$ cat config.mk
export PLATFORM = sky130hd
export DESIGN_NAME = mem_burst_master
export DESIGN_NICKNAME = d
export VERILOG_FILES = /design/src/rtl/mem_if_pkg.sv /design/src/rtl/mem_burst_addr_gen.sv /design/src/rtl/mem_burst_master.sv
export SDC_FILE = /design/constraint.sdc
export NUM_CORES = 1
export LEC_CHECK = 0
export ABC_AREA = 1
export BUFFER_PORTS_ARGS = -buffer_cell sky130_fd_sc_hd__clkbuf_2
export CAP_MARGIN = 20
export CORE_ASPECT_RATIO = 0.8
export CORE_MARGIN = 2
export CORE_UTILIZATION = 45
export DETAILED_ROUTE_END_ITERATION = 8
export PLACE_DENSITY = 0.7
export SYNTH_ARGS = -nofsm -noshare
export SYNTH_HDL_FRONTEND = slang
export SYNTH_SLANG_ARGS = --single-unit
$ cat constraint.sdc
create_clock -name clk -period 2.78 [get_ports clk]
set_input_delay 0.417 -clock clk [delete_from_list [all_inputs] [get_ports clk]]
set_output_delay 0.417 -clock clk [all_outputs]
set_load 0.01 [all_outputs]
$ cat src/rtl/mem_if_pkg.sv
// Shared constants and state encoding for the data-memory burst master.
package mem_if_pkg;

  localparam int DATA_W   = 16;
  localparam int ADDR_W   = 16;
  localparam int LEN_W    = 4;
  localparam int READ_LAT = 1;

  typedef enum logic [2:0] {
    IDLE,
    WR_WAIT,
    WR_ISSUE,
    RD_ISSUE,
    RD_HOLD,
    DONE
  } burst_state_e;

endpackage

$ cat src/rtl/mem_burst_addr_gen.sv
// Burst address/length tracker: loads a start address and word count,
// then steps the address (wrapping) and reports the last word.
module mem_burst_addr_gen #(
  parameter int ADDR_W = mem_if_pkg::ADDR_W,
  parameter int LEN_W  = mem_if_pkg::LEN_W
) (
  input  logic              clk,
  input  logic              rst_n,
  input  logic              load,
  input  logic [ADDR_W-1:0] load_addr,
  input  logic [LEN_W-1:0]  load_len,
  input  logic              step,
  output logic [ADDR_W-1:0] cur_addr,
  output logic              last
);

  logic [LEN_W-1:0] remaining;

  // remaining counts words still to go after the current one
  always_ff @(posedge clk or negedge rst_n) begin
    if (!rst_n) begin
      cur_addr  <= '0;
      remaining <= '0;
    end else if (load) begin
      cur_addr  <= load_addr;
      remaining <= load_len;
    end else if (step) begin
      cur_addr <= cur_addr + ADDR_W'(1);
      if (!last) begin
        remaining <= remaining - LEN_W'(1);
      end
    end
  end

  assign last = (remaining == '0);

endmodule

$ cat src/rtl/mem_burst_master.sv
// Burst load/store initiator for the 16-bit data memory: turns burst commands
// into per-word memRead/memWrite cycles with valid/ready data streams.
module mem_burst_master #(
  parameter int DATA_W   = mem_if_pkg::DATA_W,
  parameter int ADDR_W   = mem_if_pkg::ADDR_W,
  parameter int LEN_W    = mem_if_pkg::LEN_W,
  parameter int READ_LAT = mem_if_pkg::READ_LAT
) (
  input  logic              clk,
  input  logic              rst_n,
  input  logic              cmd_valid,
  output logic              cmd_ready,
  input  logic              cmd_write,
  input  logic [ADDR_W-1:0] cmd_addr,
  input  logic [LEN_W-1:0]  cmd_len,
  input  logic              wdata_valid,
  output logic              wdata_ready,
  input  logic [DATA_W-1:0] wdata,
  output logic              rdata_valid,
  input  logic              rdata_ready,
  output logic [DATA_W-1:0] rdata,
  output logic              busy,
  output logic              done,
  output logic              memRead,
  output logic              memWrite,
  output logic [ADDR_W-1:0] address,
  output logic [DATA_W-1:0] write_data,
  input  logic [DATA_W-1:0] read_data
);

  import mem_if_pkg::*;

  localparam int LAT_W = 3;

  burst_state_e      state_q, state_d;
  logic [LAT_W-1:0]  lat_cnt_q;
  logic              lat_done;
  logic [DATA_W-1:0] wr_data_q;
  logic [DATA_W-1:0] rd_data_q;
  logic [ADDR_W-1:0] addr_hold_q;
  logic [DATA_W-1:0] wdata_hold_q;
  logic              ag_load;
  logic              ag_step;
  logic [ADDR_W-1:0] cur_addr;
  logic              last;

  mem_burst_addr_gen #(
    .ADDR_W (ADDR_W),
    .LEN_W  (LEN_W)
  ) u_addr_gen (
    .clk       (clk),
    .rst_n     (rst_n),
    .load      (ag_load),
    .load_addr (cmd_addr),
    .load_len  (cmd_len),
    .step      (ag_step),
    .cur_addr  (cur_addr),
    .last      (last)
  );

  assign lat_done = (lat_cnt_q == LAT_W'(READ_LAT - 1));

  always_ff @(posedge clk or negedge rst_n) begin
    if (!rst_n) begin
      state_q <= IDLE;
    end else begin
      state_q <= state_d;
    end
  end

  always_comb begin
    state_d = state_q;
    ag_load = 1'b0;
    ag_step = 1'b0;
    case (state_q)
      IDLE: begin
        if (cmd_valid && cmd_ready) begin
          ag_load = 1'b1;
          state_d = cmd_write ? WR_WAIT : RD_ISSUE;
        end
      end
      WR_WAIT: begin
        if (wdata_valid) begin
          state_d = WR_ISSUE;
        end
      end
      WR_ISSUE: begin
        ag_step = 1'b1;
        state_d = last ? DONE : WR_WAIT;
      end
      RD_ISSUE: begin
        if (lat_done) begin
          state_d = RD_HOLD;
        end
      end
      RD_HOLD: begin
        if (rdata_ready) begin
          if (last) begin
            state_d = DONE;
          end else begin
            ag_step = 1'b1;
            state_d = RD_ISSUE;
          end
        end
      end
      DONE:    state_d = IDLE;
      default: state_d = IDLE;
    endcase
  end

  // Data/latency registers; the hold copies keep the memory port static
  // between issue cycles.
  always_ff @(posedge clk or negedge rst_n) begin
    if (!rst_n) begin
      lat_cnt_q    <= '0;
      wr_data_q    <= '0;
      rd_data_q    <= '0;
      addr_hold_q  <= '0;
      wdata_hold_q <= '0;
    end else begin
      if (state_q == RD_ISSUE && !lat_done) begin
        lat_cnt_q <= lat_cnt_q + LAT_W'(1);
      end else begin
        lat_cnt_q <= '0;
      end
      if (state_q == WR_WAIT && wdata_valid) begin
        wr_data_q <= wdata;
      end
      if (state_q == RD_ISSUE && lat_done) begin
        rd_data_q <= read_data;
      end
      if (state_q == WR_ISSUE || state_q == RD_ISSUE) begin
        addr_hold_q <= cur_addr;
      end
      if (state_q == WR_ISSUE) begin
        wdata_hold_q <= wr_data_q;
      end
    end
  end

  // cmd_ready is gated by rst_n so it stays low while reset is held
  assign cmd_ready   = rst_n && (state_q == IDLE);
  assign wdata_ready = (state_q == WR_WAIT);
  assign rdata_valid = (state_q == RD_HOLD);
  assign rdata       = rd_data_q;
  assign busy        = (state_q != IDLE);
  assign done        = (state_q == DONE);
  assign memWrite    = (state_q == WR_ISSUE);
  assign memRead     = (state_q == RD_ISSUE);
  assign address     = (memWrite || memRead) ? cur_addr : addr_hold_q;
  assign write_data  = memWrite ? wr_data_q : wdata_hold_q;

endmodule

==> Flow_metrics.wiki, run 1 <==
{| class="wikitable"
! Metric !! Value
|-
| Detailed-route wire length || 10000 microns
|-
| Commonest register cell after synthesis || sky130_fd_sc_hd__dfrtp_1
|-
| Cell leakage power || 0.00297 uW
|-
| Critical-path top delay cell || sky130_fd_sc_hd__dfrtp_1
|-
| End point of the critical path || address[7]
|-
| Clock H-tree levels || 3
|-
| Worst hold path type || input pin to asynchronous set/reset pin
|-
| Capture point of the worst reg-to-reg path || u_addr_gen.cur_addr[11]
|-
| Simple-gate share of the synthesized area || 31.3%
|-
| Maximum fanout encountered on the critical timing path || 29
|-
| Fraction of final layout cells with drive strength greater than 1 || 24.1%
|-
| Number of synthesized register bits || 90
|-
| Clock Tree Root || sky130_fd_sc_hd__clkbuf_16
|-
| Per-cell routed wire length || 12.9 microns
|-
| Placeable core region || 0.00953 sq mm
|-
| Slew of the pin with the lowest slew margin || 682 ps
|-
| Longest Clk Path Bufs || 2
|-
| Total of max-cap violations || 0
|-
| Buffers on Ports || 112
|-
| Maximum number of pins on one net before global-route repair || 52
|-
| Dominant cell by count in the synthesized netlist || sky130_fd_sc_hd__nand2_1
|-
| Synthesized instance count || 548
|-
| Initial cell density of the core || 45.7%
|-
| Clock latency on the worst-skew pair || 340 ps
|-
| Cell class contributing the biggest share of worst-path delay || buffers and inverters
|-
| CTS tree || built
|-
| Fraction of synthesized area in multiplexers || 0.775%
|-
| RePlAce Congestion || 0.873
|-
| Beginning of the critical path || state_q[0]
|-
| Crit path arrival time || 2000 ps
|-
| Number of top-level design ports || 113
|-
| CP Depth || 7
|-
| Share of async-settable or async-resettable flops after synthesis || 100%
|-
| Outcome || finished, final reports clean
|-
| Grt total ovfl || 0
|-
| Setup repair after global routing missed its margin || no
|-
| Total chip power || 6230 uW
|-
| Summed negative setup slack over all endpoints || 0 ps
|-
| First DRT Iteration DRCs || 251
|-
| GRT Overall Usage || 20.8%
|-
| Floorplan row count || 32
|-
| Die area || 0.0105 sq mm
|-
| Critical path buffer and inverter count || 3
|-
| Via count || 3757
|-
| Clock period minus worst slack || 2420 ps
|-
| Clock-pin transition on the worst setup and hold timing paths || 70 ps
|-
| Critical Path, Cell by Cell || inv_2 -> nor2_2 -> nand2_1 -> nand2_1 -> buf_4 -> mux2_2 -> clkbuf_2
|-
| Hold violation total from the final report || 0
|-
| Die W || 114 microns
|-
| Setup slack of the most critical reg-to-reg path || 830 ps
|-
| Antenna fix cells || 0
|-
| Final-report setup violation count || 0
|-
| Pwr/cell area || 1180 mW/mm^2
|-
| Global-route wire length before repair || 17100 microns
|-
| Share of the synthesized area in the top cell type || 51.7%
|-
| Number of cells traversed by the worst register-to-register path || 6
|-
| Cts-stage hold buffer count || 0
|-
| WP data required || 2360 ps
|-
| Antenna viol nets, final || 0
|-
| Via count of the first global-routing pass || 3763
|-
| Maximum resistive drop on vdd || 0.000717 V
|-
| Area added between synthesis and finish || 21.1%
|-
| Vert. Die Dim || 92.0 microns
|-
| Yosys cell types || 29
|-
| Maximum frequency from static timing analysis || 414 MHz
|-
| Combined area of all synthesized cells || 0.00436 sq mm
|-
| Worst setup EP type || output port
|-
| CTS Buf Count || 9
|-
| Antenna violations before repair || 0
|-
| Detailed placer's ending HPWL || 7170 microns
|-
| Post-route clock period utilization || 86.9%
|-
| Post-route DRC violation count || 0
|-
| Iteration count of the initial detailed-routing pass || 4
|-
| Largest area contributor in the synthesized netlist || sky130_fd_sc_hd__dfrtp_1
|-
| Compound-Gate Fraction of Synth Area || 6.43%
|-
| Startpoint type of the worst setup path || flip-flop
|-
| Cell repeated most along the worst path || sky130_fd_sc_hd__nand2_1
|-
| Worst reg2reg startpoint || state_q[2]
|-
| Top post-synthesis cells by count || 207 x sky130_fd_sc_hd__nand2_1, 90 x sky130_fd_sc_hd__dfrtp_1, 56 x sky130_fd_sc_hd__inv_1
|-
| Top area cells in the synthesized netlist || sky130_fd_sc_hd__dfrtp_1 52%, sky130_fd_sc_hd__nand2_1 18%, sky130_fd_sc_hd__nand3_1 6.0%
|-
| Avg Cell Area, Syn || 7.95 sq um
|-
| Number of synthesized flops with an enable pin || 0
|-
| Setup clock skew after layout || 8.26 ps
|-
| Clock sink total || 90
|-
| Dominant combinational cell family by area after synthesis || simple AND/OR/NAND/NOR gates
|-
| Yosys warnings || 0
|-
| Worst setup path class || flip-flop to output port
|-
| Post-CTS Resized || 0
|-
| Via density per instance || 4.82
|-
| Pins over their slew limit || 0
|-
| Number of buffers inserted by post-CTS setup repair || 0
|-
| Proportion of synthesized chip area in sequential cells || 51.7%
|-
| Number of nets in the synthesized netlist || 610
|-
| Post-layout net count || 718
|-
| Headroom to the max-slew limit || 54.6%
|-
| Adder-Cell Fraction of Synth Area || 1.15%
|-
| Max stage delay on crit path || 480 ps
|-
| Fraction of synthesized cell area in xor and xnor cells || 0.402%
|}
[power by group]
| part | switching [uW] | leakage [uW] | total [uW] | internal (uW) |
|---|---|---|---|---|
| Combinational | 1760 | 0.00170 | 2760 | 994 |
| Clock | 531 | 0.000144 | 1240 | 708 |
| Sequential | 338 | 0.00113 | 2240 | 1900 |
| Total | 2630 | 0.00297 | 6230 | 3600 |
[cells in the final DEF (no fill, tap or decap), types with 4 or more instances in the layout]
cell type / count
sky130_fd_sc_hd__o21ai_2: 6
sky130_fd_sc_hd__clkbuf_2: 111
sky130_fd_sc_hd__nand4_1: 5
sky130_fd_sc_hd__clkbuf_16: 9
sky130_fd_sc_hd__dfrtp_1: 90
sky130_fd_sc_hd__nand3_1: 52
sky130_fd_sc_hd__inv_2: 7
sky130_fd_sc_hd__a21oi_1: 13
sky130_fd_sc_hd__o21ai_1: 12
sky130_fd_sc_hd__ha_1: 4
sky130_fd_sc_hd__or2_0: 6
sky130_fd_sc_hd__nand2_1: 207
sky130_fd_sc_hd__o21ai_0: 16
sky130_fd_sc_hd__nor2_1: 32
sky130_fd_sc_hd__inv_1: 56
sky130_fd_sc_hd__buf_4: 5
[cells by family (layout without fill, tap and decap cells)]
group	count (synthesis)	count (layout)
mux	3	3
buf+inv	82	195
simple gates	317	317
flops	90	90
fa+ha+maj	4	4
compound gates	50	50
xor+xnor	2	2
[metrics by stage]
stage / instance area [sq um] / instances / setup WS, ps / hold slack, ps / util [%]
after floorplan: 4360 / 548 / 1060 / 121 / -
after global placement: 4980 / 764 / 795 / 448 / 52.2
after detailed placement: 4980 / 764 / 723 / 458 / 52.2
after CTS: 5280 / 780 / 343 / 272 / 55.4
after global routing: 5280 / 780 / 168 / 280 / 55.4
final: 5280 / 780 / 364 / 274 / 55.4
[flip-flops by register name, indices dropped and copies added, names as in the netlist]
signal,cells
addr_hold_q,16
state_q,3
u_addr_gen.cur_addr,16
rdata,16
lat_cnt_q,3
wr_data_q,16
u_addr_gen.remaining,4
wdata_hold_q,16
[area by class of cell]
| cell class | count | area (sq um) |
|---|---|---|
| fill | 911 | 4250 |
| sequential | 90 | 2250 |
| multi-input combinational | 376 | 1750 |
| timing repair buffer | 116 | 593 |
| inverter | 63 | 236 |
| clock buffer | 10 | 229 |
| tap | 119 | 149 |
| clock inverter | 6 | 72.6 |
[worst min-delay path by stage]
stage | startpoint | to | depth (start not counted)
final | rst_n | state_q[1] | 2
after global routing | read_data[9] | rdata[9] | 3
after CTS | read_data[8] | rdata[8] | 3
after detailed placement | lat_cnt_q[0] | lat_cnt_q[0] | 1
after global placement | lat_cnt_q[0] | lat_cnt_q[0] | 1
after floorplan | rst_n | addr_hold_q[0] | 0
[per-layer routing]
| layer | global-route usage (%) | wire length [microns] | share of wire [%] | vias to the layer above |
|---|---|---|---|---|
| li1 | - | - | - | 1921 |
| met1 | 26.6 | 4600 | 46 | 1716 |
| met2 | 33.1 | 4610 | 46 | 111 |
| met3 | 7.27 | 681 | 6.8 | 9 |
| met4 | 6.71 | 149 | 1.5 | 0 |
| met5 | 0 | 0 | 0 | - |
[worst register-to-register path: stages, from the launching register on]
cell and delay, ps:
sky130_fd_sc_hd__dfrtp_1 450, sky130_fd_sc_hd__nor2_4 200, sky130_fd_sc_hd__nand4_4 390, sky130_fd_sc_hd__nand3_4 460, sky130_fd_sc_hd__inv_2 190, sky130_fd_sc_hd__nand2_1 100, sky130_fd_sc_hd__nand2_1 60
Note: power is estimated with default switching activity, not from simulation.
==> run 2: changes to the inputs <==
--- a/config.mk
+++ b/config.mk
@@ -6,13 +6,12 @@
 export NUM_CORES = 1
 export LEC_CHECK = 0
 export ABC_AREA = 1
-export BUFFER_PORTS_ARGS = -buffer_cell sky130_fd_sc_hd__clkbuf_2
 export CAP_MARGIN = 20
 export CORE_ASPECT_RATIO = 0.8
 export CORE_MARGIN = 2
 export CORE_UTILIZATION = 45
 export DETAILED_ROUTE_END_ITERATION = 8
-export PLACE_DENSITY = 0.7
+export DONT_BUFFER_PORTS = 1
 export SYNTH_ARGS = -nofsm -noshare
 export SYNTH_HDL_FRONTEND = slang
 export SYNTH_SLANG_ARGS = --single-unit
==> run 2 against run 1 <==
  * The run now ends with negative hold slack left
  * Global-route usage is 1.3 points lower
  * Sequential cell count stayed put
  * Clock power is 4% higher
  * Power is 6.5% lower
  * Clock skew is 0.81 ps higher
  * Via count is 11% lower
  * Sequential share of layout area is 4.7 points higher
  * First-iteration DRC count is 45% lower
  * Cell area is 9.9% lower
  * Final cell count is 14% lower
  * Core utilization is 5.5 points lower
  * Largest power group is now sequential cells
==> Flow_metrics.wiki, run 2 (synthesis results as in run 1) <==
{| class="wikitable"
! Metric !! Value
|-
| Detailed placer's ending HPWL || 6710 microns (-6.5%)
|-
| Setup repair after global routing missed its margin || no
|-
| Clock-pin transition on the worst setup and hold timing paths || 70 ps (about the same)
|-
| Most common library cell in the layout ignoring fill and taps || sky130_fd_sc_hd__nand2_1
|-
| Crit path arrival time || 1970 ps (-30 ps)
|-
| Antenna violations before repair || 1 (+1)
|-
| Worst setup path class || flip-flop to output port
|-
| CTS Buf Count || 9 (unchanged)
|-
| Pre-CTS WS || 749 ps (+26.9 ps)
|-
| CTS tree || built
|-
| Maximum fanout encountered on the critical timing path || 29 (unchanged)
|-
| Filler-free cell count of the finished design || 669 (-14%)
|-
| Die area || 0.0105 sq mm (unchanged)
|-
| Floorplan row count || 32 (unchanged)
|-
| Number of top-level design ports || 113 (unchanged)
|-
| Slew of the pin with the lowest slew margin || 641 ps (-40.9 ps)
|-
| Maximum resistive drop on vdd || 0.000454 V (-37%)
|-
| Per-cell routed wire length || 14.5 microns (+13%)
|-
| WP data required || 2360 ps (about the same)
|-
| Cell leakage power || 0.00251 uW (-15%)
|-
| GRT Overall Usage || 19.5% (-1.3 points)
|-
| Iteration count of the initial detailed-routing pass || 4 (unchanged)
|-
| Vert. Die Dim || 92.0 microns (unchanged)
|-
| Antenna viol nets, final || 0 (unchanged)
|-
| Summed negative setup slack over all endpoints || 0 ps (unchanged)
|-
| Post-Place Cells || 651 (-15%)
|-
| Total of max-cap violations || 0 (unchanged)
|-
| Pwr/cell area || 1230 mW/mm^2 (+3.8%)
|-
| Area added between synthesis and finish || 9.10%
|-
| Post-route worst hold slack || -10.7 ps (-285 ps)
|-
| Via count || 3355 (-11%)
|-
| Via count of the first global-routing pass || 3364 (-11%)
|-
| Initial cell density of the core || 45.7% (unchanged)
|-
| RePlAce Congestion || 0.809 (-7.3%)
|-
| Post-route DRC violation count || 0 (unchanged)
|-
| Startpoint type of the worst setup path || flip-flop
|-
| Grt total ovfl || 0 (unchanged)
|-
| Violated checks || negative hold slack
|-
| Clock latency on the worst-skew pair || 340 ps (about the same)
|-
| Commonest cells after routing, fill and taps aside || 207 x sky130_fd_sc_hd__nand2_1, 90 x sky130_fd_sc_hd__dfrtp_1, 56 x sky130_fd_sc_hd__inv_1
|-
| Longest Clk Path Bufs || 2 (unchanged)
|-
| Post-layout net count || 606 (-16%)
|-
| Buffers on Ports || 0 (-100%)
|-
| First DRT Iteration DRCs || 139 (-45%)
|-
| Via density per instance || 5.01 (+4.1%)
|-
| Placeable core region || 0.00953 sq mm (unchanged)
|-
| Maximum number of pins on one net before global-route repair || 91 (+75%)
|-
| Post-CTS Resized || 0 (unchanged)
|-
| Clock H-tree levels || 3 (unchanged)
|-
| Die W || 114 microns (unchanged)
|-
| Worst setup margin || 392 ps (+28.4 ps)
|-
| Maximum frequency from static timing analysis || 419 MHz (+1.2%)
|-
| Worst hold path type || input pin to asynchronous set/reset pin
|-
| Worst setup EP type || output port
|-
| Post-route clock period utilization || 85.9% (-1.0 points)
|-
| Setup clock skew after layout || 9.06 ps (+0.808 ps)
|-
| Global-route wire length before repair || 16000 microns (-6.5%)
|-
| Fraction of final layout cells with drive strength greater than 1 || 8.74% (-15 points)
|-
| Pins over their slew limit || 0 (unchanged)
|-
| Headroom to the max-slew limit || 57.2% (+2.7 points)
|-
| Clock Tree Root || sky130_fd_sc_hd__clkbuf_16
|-
| Detailed-route wire length || 9690 microns (-3.5%)
|-
| Clock period minus worst slack || 2390 ps (-28.4 ps)
|-
| Hold violation total from the final report || 3 (+3)
|-
| Clock sink total || 90 (unchanged)
|-
| Outcome || finished, violations left
|-
| Final-report setup violation count || 0 (unchanged)
|}
## run 2: cell count changes in the layout (fill, tap and decap cells not counted), sizes merged
cell / before / now
clkbuf: 121 / 9
diode: 0 / 1
inv: 66 / 64
buf: 5 / 4
bufinv: 1 / 2
clkinvlp: 1 / 0
clkinv: 1 / 4
## run 2: per-layer routing
layer / up-vias / share of wire [%] / track usage [%]
met2: 76 / 47 / 31.3
met3: 7 / 6.5 / 6.61
met5: - / 0 / 0
met4: 0 / 0.98 / 4.88
met1: 1574 / 46 / 25.4
li1: 1698 / - / -
## run 2: critical path: stages (launching register included)
cell and delay, ps:
sky130_fd_sc_hd__dfrtp_1 460, sky130_fd_sc_hd__nor2_4 180, sky130_fd_sc_hd__nand2_2 170, sky130_fd_sc_hd__nand2_1 110, sky130_fd_sc_hd__buf_4 280, sky130_fd_sc_hd__mux2_2 420
## run 2: power breakdown
part           switching, uW  internal [uW]
combinational           1560            667
sequential               406           1900
clock                    501            787
## run 2: worst paths after layout
path | from | slack, ps | endpoint | cells after the start
worst max-delay path | state_q[0] | 390 | address[4] | 5
worst min-delay path | rst_n | -10 | addr_hold_q[0] | 1
worst max register to register | state_q[0] | 910 | rdata[12] | 7
worst min register to register | lat_cnt_q[0] | 460 | lat_cnt_q[0] | 1
max in group asynchronous | rst_n | 2440 | wdata_hold_q[5] | 1
min in group clk | read_data[1] | 210 | rdata[1] | 2
## run 2: repair_timing
| item | 4_1_cts | 5_1_grt |
|---|---|---|
| buffers inserted | 0 | 0 |
| setup endpoints to repair | 0 | 0 |
| endpoints found under the hold margin | 90 | 0 |
| hold buffers | 1 | 0 |
## run 2: cell type report
| class | instances | area, sq um |
|---|---|---|
| Antenna cell | 1 | 2.50 |
| Clock buffer | 9 | 225 |
| Clock inverter | 7 | 92.6 |
| Fill cell | 956 | 4780 |
| Inverter | 63 | 236 |
| Multi-Input combinational cell | 376 | 1750 |
| Sequential cell | 90 | 2250 |
| Tap cell | 119 | 149 |
| Timing Repair Buffer | 4 | 50.0 |
## run 2: per-stage QoR
stage               area, sq um  utilization (%)  total power (uW)
finish                     4750             49.9              5820
global route               4750             49.9              6340
CTS                        4750             49.9              5910
detailed placement         4410             46.2              4560
global placement           4410             46.2              4470
floorplan                  4360                -              4140
==> run 3: changes to the inputs <==
--- a/config.mk
+++ b/config.mk
@@ -6,7 +6,6 @@
 export NUM_CORES = 1
 export LEC_CHECK = 0
 export ABC_AREA = 1
-export CAP_MARGIN = 20
 export CORE_ASPECT_RATIO = 0.8
 export CORE_MARGIN = 2
 export CORE_UTILIZATION = 45
==> constraint.sdc (replaced) <==
create_clock -name clk -period 1.92 [get_ports clk]
set_input_delay 0.288 -clock clk [delete_from_list [all_inputs] [get_ports clk]]
set_output_delay 0.288 -clock clk [all_outputs]
set_load 0.01 [all_outputs]
==> run 3 against run 2 <==
  * The run ends with negative hold slack, negative setup slack left
  * Clock power is 45% higher
  * Combinational power rose by 84%
  * Non-clock buffer count grew 15
  * Power is 61% higher
  * First-iteration DRC count down 2.9%
  * Sequential share of layout area decreased by 3.0 points
  * Clock-buffer cell count stayed put
  * Core utilization up 3.4 points
  * Wire length grew 2.6%
  * Worst hold slack worse by 340 ps
==> Flow_metrics.wiki, run 3 (synthesis results as in run 1) <==
{| class="wikitable"
! Metric !! Value
|-
| Detailed placer's ending HPWL || 6690 microns (-0.21%)
|-
| Via count || 3524 (+5.0%)
|-
| Worst setup EP type || output port
|-
| Outcome || finished, violations left
|-
| Cell class contributing the biggest share of worst-path delay || flip-flops
|-
| CTS Buf Count || 9 (unchanged)
|-
| Filler-free cell count of the finished design || 684 (+2.2%)
|-
| Antenna viol nets, final || 0 (unchanged)
|-
| Cell leakage power || 0.00263 uW (+4.7%)
|-
| Cell repeated most along the worst path || sky130_fd_sc_hd__buf_12
|-
| Vert. Die Dim || 92.0 microns (unchanged)
|-
| Die W || 114 microns (unchanged)
|-
| Pwr/cell area || 1850 mW/mm^2 (+51%)
|-
| Longest Clk Path Bufs || 2 (unchanged)
|-
| Post-route worst hold slack || -354 ps (-344 ps)
|-
| Critical-path top delay cell || sky130_fd_sc_hd__dfrtp_2
|-
| Setup clock skew after layout || 4.47 ps (-4.60 ps)
|-
| Placed Instance Area || 0.00449 sq mm (+1.9%)
|-
| Floorplan row count || 32 (unchanged)
|-
| Detailed-route wire length || 9940 microns (+2.6%)
|-
| Per-cell routed wire length || 14.5 microns (+0.38%)
|-
| Post-layout net count || 621 (+2.5%)
|-
| Area added between synthesis and finish || 16.6%
|-
| CTS tree || built
|-
| Clock latency on the worst-skew pair || 330 ps (about the same)
|-
| Fraction of final layout cells with drive strength greater than 1 || 15.6% (+6.9 points)
|-
| Number of top-level design ports || 113 (unchanged)
|-
| Clock H-tree levels || 3 (unchanged)
|-
| Worst hold path type || input pin to asynchronous set/reset pin
|-
| Clock period minus worst slack || 1950 ps
|-
| Antenna violations before repair || 1 (unchanged)
|-
| Design area || 0.00508 sq mm (+6.8%)
|-
| Iteration count of the initial detailed-routing pass || 4 (unchanged)
|-
| Most common library cell in the layout ignoring fill and taps || sky130_fd_sc_hd__nand2_1
|-
| Total chip power || 9380 uW (+61%)
|-
| Post-route DRC violation count || 0 (unchanged)
|-
| Pins over their slew limit || 0 (unchanged)
|-
| First DRT Iteration DRCs || 135 (-2.9%)
|-
| Max stage delay on crit path || 460 ps (about the same)
|-
| Slew of the pin with the lowest slew margin || 339 ps (-302 ps)
|-
| Critical path buffer and inverter count || 2 (+1)
|-
| Total of max-cap violations || 0 (unchanged)
|-
| GRT Overall Usage || 19.5% (+0.031 points)
|-
| Post-Place Cells || 659 (+1.2%)
|-
| Worst setup margin || -26.9 ps (-419 ps)
|-
| Die area || 0.0105 sq mm (unchanged)
|-
| Crit path arrival time || 1660 ps (-310 ps)
|-
| WP data required || 1630 ps (-730 ps)
|-
| Maximum resistive drop on vdd || 0.000866 V (+91%)
|-
| Critical Path, Cell by Cell || nor2_4 -> nand2_4 -> nand2_8 -> buf_12 -> buf_12 -> nor2_2 -> a21oi_2
|-
| Hold violation total from the final report || 90 (+87)
|-
| Startpoint type of the worst setup path || flip-flop
|-
| Maximum fanout encountered on the critical timing path || 7 (-76%)
|-
| Clock sink total || 90 (unchanged)
|-
| Via count of the first global-routing pass || 3327 (-1.1%)
|-
| Clock Tree Root || sky130_fd_sc_hd__clkbuf_16
|-
| Clock-pin transition on the worst setup and hold timing paths || 60 ps (about the same)
|-
| Maximum frequency from static timing analysis || 514 MHz
|-
| Worst setup path class || flip-flop to output port
|-
| Grt total ovfl || 0 (unchanged)
|-
| Post-route clock period utilization || 101%
|-
| Violated checks || negative hold slack, negative setup slack
|-
| Setup repair after global routing missed its margin || yes
|-
| Headroom to the max-slew limit || 77.4% (+20 points)
|-
| RePlAce Congestion || 0.825 (+2.0%)
|-
| Commonest cells after routing, fill and taps aside || 205 x sky130_fd_sc_hd__nand2_1, 88 x sky130_fd_sc_hd__dfrtp_1, 56 x sky130_fd_sc_hd__inv_1
|-
| Pre-CTS WS || 172 ps (-578 ps)
|-
| Maximum number of pins on one net before global-route repair || 93 (+2.2%)
|-
| Via density per instance || 5.15 (+2.7%)
|-
| Buffers on Ports || 0 (unchanged)
|-
| Global-route wire length before repair || 16100 microns (+0.69%)
|-
| Initial cell density of the core || 45.7% (unchanged)
|-
| Final-report setup violation count || 9 (+9)
|-
| Placeable core region || 0.00953 sq mm (unchanged)
|}
run 3: changes by cell type in the layout (fill, tap and decap cells not counted), sizes merged:
cell and change:
clkinv -1, clkbuf +1, buf +14, clkinvlp +2
inv -1
run 3: metrics by stage:
stage	setup TNS, ps	hold slack, ps	utilization [%]
global route	-1670	-375	53.3
finish	-156	-354	53.3
CTS	-415	-369	52.1
global placement	0	-3.42	47.1
floorplan	0	-7.59	-
detailed placement	0	-4.07	47.1
run 3: area by class of cell:
| type | count | area, sq um |
|---|---|---|
| inverter | 63 | 239 |
| antenna | 1 | 2.50 |
| fill | 920 | 4450 |
| timing repair buffer | 19 | 218 |
| sequential | 90 | 2250 |
| multi-input combinational | 376 | 1900 |
| tap | 119 | 149 |
| clock buffer | 9 | 225 |
| clock inverter | 7 | 93.8 |
run 3: layer usage:
layer  GRT usage, %  vias up  routed length, microns
li1               -     1730                       -
met1           26.4     1703                    4650
met2           29.9       82                    4570
met3           6.54        9                     608
met4           5.89        0                     109
met5              0        -                       0
run 3: timing repair:
action	CTS	global route
endpoints found under the setup margin	32	32
endpoints found under the hold margin	90	90
setup buffers	4	2
cloned	1	1
gates resized for setup	22	19
pin swaps	2	2
run 3: final timing paths:
kind / end / start / depth (start not counted) / slack (ps)
max in group asynchronous: addr_hold_q[3] / rst_n / 0 / 2110
worst min-delay path: addr_hold_q[0] / rst_n / 0 / -350
worst max register to register: u_addr_gen.cur_addr[14] / state_q[2] / 9 / 210
min in group clk: rdata[8] / read_data[8] / 2 / 80
worst min register to register: lat_cnt_q[0] / lat_cnt_q[0] / 1 / 460
worst max-delay path: address[10] / state_q[2] / 7 / -30
run 3: worst register-to-register path: cells and delay by family (launching register included):
family / cells / cell delay, ps
buf+inv: 3 / 420
simple gates: 6 / 720
flops: 1 / 460
run 3: power by group:
part	leakage [uW]	internal [uW]	switching (uW)	total [uW]
Sequential	0.00112	2760	647	3400
Combinational	0.00136	1550	2560	4110
Clock	0.000151	1140	728	1870
Total	0.00263	5450	3930	9380
